<file path="src/rtl/fetch_defs_pkg.sv">
// Shared definitions for the instruction-fetch stage: NOP encoding,
// fetch FSM states and the entry layouts of the two internal queues.
package fetch_defs_pkg;

  localparam int PC_W = 32;
  localparam logic [PC_W-1:0] NOP_INSTR = 32'h0000_0013;

  // HALT is only reachable when FETCH_ALIGN_CHECK_EN is defined
  typedef enum logic [1:0] {
    ST_BOOT = 2'd0,
    ST_RUN  = 2'd1,
    ST_HALT = 2'd2
  } fetch_state_t;

  // Instruction buffer entry: fetched word together with its PC
  typedef struct packed {
    logic [PC_W-1:0] pc;
    logic [31:0]     data;
  } buf_entry_t;

  // Pending-request entry: PC of the request and the epoch it was issued in
  typedef struct packed {
    logic [PC_W-1:0] pc;
    logic            epoch;
  } pend_entry_t;

  // Drop the byte-offset bits so a target always addresses a whole word
  function automatic logic [PC_W-1:0] word_align(input logic [PC_W-1:0] a);
    return a & ~32'h3;
  endfunction

endpackage

</file>
<file path="src/rtl/fetch_fifo.sv">
// Small synchronous FIFO with occupancy count and single-cycle flush.
// The head entry is read straight from the storage array, so the head
// reflects only registered state.
module fetch_fifo #(
  parameter int WIDTH = 32,
  parameter int DEPTH = 2
) (
  input  logic                       clk,
  input  logic                       rst,
  input  logic                       flush,
  input  logic                       push,
  input  logic [WIDTH-1:0]           push_data,
  input  logic                       pop,
  output logic [WIDTH-1:0]           head,
  output logic [$clog2(DEPTH):0]     count,
  output logic                       empty
);

  localparam int AW = $clog2(DEPTH);
  localparam int CW = AW + 1;

  logic [WIDTH-1:0] mem [DEPTH];
  logic [AW-1:0]    wr_ptr_reg;
  logic [AW-1:0]    rd_ptr_reg;
  logic [CW-1:0]    count_reg;
  logic             full;
  logic             do_push;
  logic             do_pop;

  assign full    = (count_reg == CW'(DEPTH));
  assign empty   = (count_reg == '0);
  assign do_push = push && !full && !flush;
  assign do_pop  = pop && !empty && !flush;
  assign head    = mem[rd_ptr_reg];
  assign count   = count_reg;

  // Storage write port; contents need no reset because count gates validity
  always_ff @(posedge clk) begin
    if (do_push) mem[wr_ptr_reg] <= push_data;
  end

  // Pointer and occupancy bookkeeping; flush empties the FIFO in one edge
  always_ff @(posedge clk or posedge rst) begin
    if (rst) begin
      wr_ptr_reg <= '0;
      rd_ptr_reg <= '0;
      count_reg  <= '0;
    end else if (flush) begin
      wr_ptr_reg <= '0;
      rd_ptr_reg <= '0;
      count_reg  <= '0;
    end else begin
      if (do_push) wr_ptr_reg <= wr_ptr_reg + AW'(1);
      if (do_pop)  rd_ptr_reg <= rd_ptr_reg + AW'(1);
      count_reg <= count_reg + CW'(do_push) - CW'(do_pop);
    end
  end

endmodule

</file>
<file path="src/rtl/fetch_unit.sv">
// Instruction-fetch stage: owns the PC, issues in-order word reads with
// credit-based flow control, buffers returned words and hands them to
// decode. Jumps flush everything and refetch from the target; stale
// responses are recognised by a one-bit epoch tag.
// Optional feature macro FETCH_ALIGN_CHECK_EN: a misaligned jump target
// raises fetch_fault and halts fetching until an aligned jump arrives.
module fetch_unit
  import fetch_defs_pkg::*;
#(
  parameter logic [31:0] RESET_PC = 32'h0000_0000,
  parameter int          DEPTH    = 2
) (
  input  logic        clk,
  input  logic        rst,
  output logic        imem_req_valid,
  input  logic        imem_req_ready,
  output logic [31:0] imem_req_addr,
  input  logic        imem_rsp_valid,
  input  logic [31:0] imem_rsp_data,
  input  logic        redirect,
  input  logic [31:0] redirect_pc,
  output logic        instr_valid,
  input  logic        instr_ready,
  output logic [31:0] instr,
  output logic [31:0] instr_pc,
  output logic [31:0] instr_pc4,
  output logic        fetch_fault
);

  localparam int CW = $clog2(DEPTH) + 1;

  fetch_state_t state_reg;
  logic [31:0]  fetch_pc_reg;
  logic         epoch_reg;

  buf_entry_t   buf_head;
  logic [CW-1:0] buf_count;
  logic         buf_empty;
  pend_entry_t  pend_head;
  logic [CW-1:0] pend_count;
  logic         pend_empty;

  logic [CW:0]  in_flight;
  logic         credit;
  logic         accept;
  logic         rsp_pop;
  logic         rsp_keep;
  logic         consume;
  logic [31:0]  redirect_target;

  // Words buffered plus words still in memory never exceed DEPTH, so
  // neither queue can overflow.
  assign in_flight      = {1'b0, buf_count} + {1'b0, pend_count};
  assign credit         = in_flight < (CW + 1)'(DEPTH);
  assign imem_req_valid = (state_reg == ST_RUN) && !redirect && credit;
  assign imem_req_addr  = fetch_pc_reg;
  assign accept         = imem_req_valid && imem_req_ready;

  // A response with no pending entry (e.g. arriving after reset) is ignored
  assign rsp_pop  = imem_rsp_valid && !pend_empty;
  assign rsp_keep = rsp_pop && (pend_head.epoch == epoch_reg) && !redirect;

  assign instr_valid = !buf_empty;
  assign consume     = instr_valid && instr_ready;
  assign instr       = instr_valid ? buf_head.data : NOP_INSTR;
  assign instr_pc    = instr_valid ? buf_head.pc : 32'h0;
  assign instr_pc4   = instr_valid ? (buf_head.pc + 32'd4) : 32'h0;

`ifdef FETCH_ALIGN_CHECK_EN
  assign redirect_target = redirect_pc;
`else
  assign redirect_target = word_align(redirect_pc);
`endif

  fetch_fifo #(.WIDTH($bits(pend_entry_t)), .DEPTH(DEPTH)) u_pend (
    .clk       (clk),
    .rst       (rst),
    .flush     (1'b0),
    .push      (accept),
    .push_data ({fetch_pc_reg, epoch_reg}),
    .pop       (rsp_pop),
    .head      (pend_head),
    .count     (pend_count),
    .empty     (pend_empty)
  );

  fetch_fifo #(.WIDTH($bits(buf_entry_t)), .DEPTH(DEPTH)) u_buf (
    .clk       (clk),
    .rst       (rst),
    .flush     (redirect),
    .push      (rsp_keep),
    .push_data ({pend_head.pc, imem_rsp_data}),
    .pop       (consume),
    .head      (buf_head),
    .count     (buf_count),
    .empty     (buf_empty)
  );

`ifdef FETCH_ALIGN_CHECK_EN
  logic fault_reg;
  assign fetch_fault = fault_reg;

  // Fetch FSM with alignment check: misaligned targets park the unit in HALT
  always_ff @(posedge clk or posedge rst) begin
    if (rst) begin
      state_reg    <= ST_BOOT;
      fetch_pc_reg <= RESET_PC;
      epoch_reg    <= 1'b0;
      fault_reg    <= 1'b0;
    end else if (redirect) begin
      fetch_pc_reg <= redirect_target;
      epoch_reg    <= ~epoch_reg;
      if (is_aligned(redirect_target)) begin
        state_reg <= ST_RUN;
        fault_reg <= 1'b0;
      end else begin
        state_reg <= ST_HALT;
        fault_reg <= 1'b1;
      end
    end else begin
      if (state_reg == ST_BOOT) state_reg <= ST_RUN;
      if (accept) fetch_pc_reg <= fetch_pc_reg + 32'd4;
    end
  end

  function automatic logic is_aligned(input logic [31:0] a);
    return a[1:0] == 2'b00;
  endfunction
`else
  assign fetch_fault = 1'b0;

  // Fetch FSM: one idle BOOT cycle, then RUN; jumps retarget PC and bump epoch
  always_ff @(posedge clk or posedge rst) begin
    if (rst) begin
      state_reg    <= ST_BOOT;
      fetch_pc_reg <= RESET_PC;
      epoch_reg    <= 1'b0;
    end else begin
      case (state_reg)
        ST_BOOT: state_reg <= ST_RUN;
        default: state_reg <= ST_RUN;
      endcase
      if (redirect) begin
        fetch_pc_reg <= redirect_target;
        epoch_reg    <= ~epoch_reg;
      end else if (accept) begin
        fetch_pc_reg <= fetch_pc_reg + 32'd4;
      end
    end
  end
`endif

endmodule

</file>
<file path="config.mk">
export PLATFORM = sky130hd
export DESIGN_NAME = fetch_unit
export DESIGN_NICKNAME = d
export VERILOG_FILES = /design/src/rtl/fetch_defs_pkg.sv /design/src/rtl/fetch_fifo.sv /design/src/rtl/fetch_unit.sv
export SDC_FILE = /design/constraint.sdc
export NUM_CORES = 1
export LEC_CHECK = 0
export ABC_AREA = 0
export CORE_MARGIN = 2
export CORE_UTILIZATION = 40
export DETAILED_ROUTE_END_ITERATION = 6
export PLACE_DENSITY = 0.7
export SLEW_MARGIN = 0
export SYNTH_ARGS = -nofsm -noshare
export SYNTH_HDL_FRONTEND = slang
export SYNTH_SLANG_ARGS = --single-unit
</file>
<file path="constraint.sdc">
create_clock -name clk -period 9.2 [get_ports clk]
set_input_delay 2.3 -clock clk [delete_from_list [all_inputs] [get_ports clk]]
set_output_delay 2.3 -clock clk [all_outputs]
set_load 0.05 [all_outputs]
</file>
# == Yosys cells after proc, flatten, opt, wreduce, memory -nomap -nowiden ==
# Memory sizes are Yosys's and may differ from the RTL's.
# Cells that the tools add are included.
# word_totals
out_inout_bits,131
ff_bits,42
mem_count,2
in_bits,70
wordCells,64
ram_bits,194
# classes
magnitude_cmp,1
n_reduce_logical,23
add_sub_neg,11
bitwise_logic,1
n_eq_ne,3
n_mux,14
# memory_table
memory,depth,width,rd,rd_ports_with_merged_regs,write_ports,line_no,text
u_buf.mem,2,64,1,0,1,fetch_fifo.sv:22,logic [WIDTH-1:0] mem [DEPTH];
u_pend.mem,2,33,1,0,1,fetch_fifo.sv:22,
# op_table
operator,count
2-to-1 mux 32 bit,5
"adder 32 x 3 -> 32 bit, second input constant",2
logical AND 1 bit,13
2-to-1 mux 1 bit,8
nonzero test 2 bit,3
zero test 1 bit,5
"adder 1 bit, second input constant",4
adder 2 x 1 -> 2 bit,2
"== test 2 bit, second input constant",2
zero test 2 bit,2
subtractor 2 x 1 -> 2 bit,2
adder 2 x 2 -> 3 bit,1
"less-than comparator 3 x 2 -> 1 bit, second input constant",1
2-to-1 mux 2 bit,1
== test 1 bit,1
inverter 1 bit,1

# == Longest topological paths before layout ==
# logic_depth
depth_word,10
depth_mapped,10
depth_no_buf,10

# == Cells and area by module ==
# Synthesis repeated with hierarchy kept, for this count alone.
# unflattened
cells_unflattened,772
area_unflattened_um2,10944.2
# by_module_without_submodules
mod,cells_per_inst,instances,seq_area_each_um2,area_each_um2
fetch_fifo (u_buf),225,1,3943.8,5067.4
fetch_unit,418,1,800.8,3100.5
fetch_fifo (u_pend),129,1,2082.0,2776.4

# == Worst setup path after synthesis ==
# OpenSTA, ideal clock, no wires.
# synth_path
kind,input -> register
start,in redirect
end,"mem u_buf.mem[0][0] in the netlist's numbering, enable pin"
arrival_time_ns,5.858
cell_stages,3
setup_slack_ns,2.852
path_cell_list,buf_2 > a2111oi_1 > nor2b_1
# synth_via
elab_chain_len,6
# synth_rtl
element,line_no,text
"start, declared",fetch_unit.sv:20,"input logic redirect,"
zero test 1 bit *,"fetch_fifo.sv:32, fetch_unit.sv:61",
logical AND 1 bit,fetch_unit.sv:61,assign rsp_keep = rsp_pop && (pend_head.epoch == epoch_reg) && !redirect;
logical AND 1 bit,fetch_fifo.sv:32,assign do_push = push && !full && !flush;
logical AND 1 bit *,fetch_fifo.sv:32,
2-to-1 mux 1 bit *,fetch_fifo.sv:39,if (do_push) mem[wr_ptr_reg] <= push_data;
2-to-1 mux 1 bit (not written as such) *,fetch_fifo.sv:39,
"end, declared",fetch_fifo.sv:22,
# Mark *: on every way between the ends. The rest lies on a longest branch, timed or not.

# == Final worst setup path ==
# layout_path
start,reg u_buf.rd_ptr_reg
end,out instr_pc4[28]
# layout_via
elab_chain_len,3
# layout_rtl
element,line_no,text
"start, declared",fetch_fifo.sv:24,logic [AW-1:0] rd_ptr_reg;
"start signal, assigned",fetch_fifo.sv:54,if (do_pop) rd_ptr_reg <= rd_ptr_reg + AW'(1);
memory (2 x 64 bit),n/a,
adder 32 x 3 -> 32 bit,fetch_unit.sv:67,assign instr_pc4 = instr_valid ? (buf_head.pc + 32'd4) : 32'h0;
2-to-1 mux 32 bit,fetch_unit.sv:67,
"end, declared",fetch_unit.sv:26,"output logic [31:0] instr_pc4,"
# Every way passes these cells.

==> metrics <==
Final Hold Fails=0; I/O pins=201; final worst path period need=6.608 ns; ratio of cells with drive above 1 in the final layout=9.846%; fmax=151.3 MHz; # diodes=0; Seq pwr share=34.8%; Port-buffer cells=191; drt pass-1 iters=5; Synth Area per Inst=13.29 µm²; DRC violations left=0; worst-case vdd ir drop=0.1776 mV; Post-Route Skew=0.01668 ns; ys flop type=edfxtp_1; Max-cap violations=0; Switching Share=39.09%; routability cong.=0.7443; Post-synth EDFFs=186; Final ANT Viol Nets=0; vias per cell=5.060; number of global-route vias before repair=6253; run status=complete, no violations; period utilization=71.83%; Layout area overhead=29.29%; pre-CTS WS=2.789 ns; Worst Max-Slew Pin Slew=0.8496 ns; Cell Area, Synth=0.01022 mm²; HP Class=reg -> reg; Row Count=58; GR Util All Layers=15.98%; Yosys Warn Count=0; setup TNS=0 ns; Num Clock Sinks=226; Initial Util=40.71%; PostCTS Resize Cnt=0; Yosys cell types=63; cells after synthesis=769; fin util=52.63%; Worst-Skew Late Latency=0.50 ns; final WL=21.89 mm; hold_sp=u_pend.wr_ptr_reg$_DFFE_PP0N_; Root Buffer Master=clkbuf_16; crit path DAT=4.31 ns; crit path launch=u_buf.rd_ptr_reg$_DFFE_PP0P_; Internal Power=2397 µW; most common cell after layout, fill and taps aside=clkdlybuf4s50_1; WL/cell=16.78 µm; crit-path max FO=57; Setup Buffers After CTS=0; dpl cells=1261; commonest non-fill, non-tap cells in the layout=190 x clkdlybuf4s50_1, 186 x edfxtp_1, 83 x nor2_1, 60 x nand2_1, 60 x mux2i_1; nets=1034; Yosys reg bits=226; hold_buf cts=0; H-tree Lvls=1; total number of vias=6603; RSZ-0062 raised after global routing=no; FFs w/ async S/R, synth=17.70%; Static Leak=0.004437 µW; Logic pwr share=40.8%; power share of the clock group=24.4%; initial drt markers=395; CTS Buf Count=24; Crit Reg-Reg Startpoint=u_buf.count[1]$_DFF_PP0_; Die Ht=163.9 µm; Pins Over Slew Limit=0; total grt overflow=0; Crit path required time=6.90 ns; crit path capture type=output port; CTS tree=built; largest net degree at the start of global routing=78; Longest Clk Path Bufs=3; antenna violations before repair=0; Critical Path Source Type=flop; post-route insts no fill=1305; first-pass GRT wire length=34.01 mm; switching pwr=1538 µW; DIE WIDTH=163.9 µm; final worst setup slack=2.592 ns; Worst-path clk slew=0.06 ns; Die Area=0.02685 mm²; number of flip-flops in the largest register=124; Final setup viols=0; core area=0.02511 mm²; Seq/Total Area, Yosys=64.44%; HPWL after DPL=14.82 mm; Top reg by flops=u_buf.mem; Worst slew margin=43.36%; power density of the placed cells=297.8 mW/mm²; WS Path Type=reg -> out
[worst max-delay path, stage by stage, from the launching register on]
cell	delay [ns]
dfrtp_4	0.92
nand3_1	0.28
a221oi_4	0.58
nand4_1	0.55
o41ai_1	0.56
clkdlybuf4s50_1	0.88
[synth_stat cells (8+ instances only)]
master	count	area, µm²
and3_1	9	56.30
and2_1	13	81.33
edfxtp_1	186	5585
nand4_1	15	93.84
mux2_2	35	394.1
clkbuf_1	17	63.81
nand3_1	19	95.09
buf_2	8	40.04
o21ai_0	15	75.07
dfrtp_1	40	1001
nand2_1	60	225.2
o21ai_1	18	90.09
xnor2_1	28	245.2
buf_4	11	82.58
xor2_1	10	87.58
nor2_1	85	319.1
nor3_1	21	105.1
mux2i_1	60	600.6
inv_1	13	48.80
nor4_1	9	56.30
[cell families after synthesis]
group / synth area share, %
compound gates: 5.815
xor+xnor: 3.256
fa+ha+maj: 0.9303
buf+inv: 2.816
flops: 64.44
mux: 9.952
other cells: 0.07348
simple gates: 12.72
[area by class of cell]
type / instances / area (µm²)
clock inverter: 13 / 138.9
clock buffer: 31 / 658.1
sequential: 226 / 6590
fill: 2146 / 11890
tap: 330 / 412.9
multi-input combinational: 491 / 3388
inverter: 14 / 52.55
timing repair buffer: 200 / 1974
[per-layer routing]
| metal | global-route usage, % | vias to the layer above | part of all wire (%) |
|---|---|---|---|
| met5 | 0 | - | 0 |
| met1 | 23.10 | 3152 | 46 |
| met2 | 25.19 | 212 | 45 |
| met3 | 2.879 | 26 | 7.2 |
| met4 | 3.708 | 0 | 1.5 |
| li1 | - | 3213 | - |
[power groups by stage]
stage / logic, µW / clock network [µW] / registers (µW)
6_report: 1600 / 962 / 1370
5_1_grt: 1710 / 1030 / 1390
4_1_cts: 1620 / 987 / 1370
3_5_place_dp: 1620 / 0 / 1390
3_3_place_gp: 1610 / 0 / 1390
2_1_floorplan: 1110 / 0 / 1390
[final timing paths]
kind                                                       to  slack (ns)  depth (start not counted)
max in group asynchronous        u_buf.rd_ptr_reg$_DFFE_PP0P_        6.56                          3
worst min register to register  u_pend.wr_ptr_reg$_DFFE_PP0N_        0.52                          1
worst max register to register       u_buf.count[1]$_DFF_PP0_        5.75                         11
min in group asynchronous       imem_req_addr[20]$_DFFE_PP0P_        2.22                          3
worst max-delay path                            instr_pc4[28]        2.59                          5
worst min-delay path            u_pend.wr_ptr_reg$_DFFE_PP0N_        0.52                          1
[stage by stage]
| step | area (µm²) | total power [µW] | hold WS [ns] |
|---|---|---|---|
| 6_report | 13220 | 3935 | 0.5150 |
| 5_1_grt | 13220 | 4118 | 0.5352 |
| 4_1_cts | 13220 | 3983 | 0.5227 |
| 3_5_place_dp | 12420 | 3012 | 0.5121 |
| 3_3_place_gp | 12420 | 2994 | 0.4933 |
| 2_1_floorplan | 10240 | 2504 | 0.4603 |
Power figures use the tool's default switching activity.
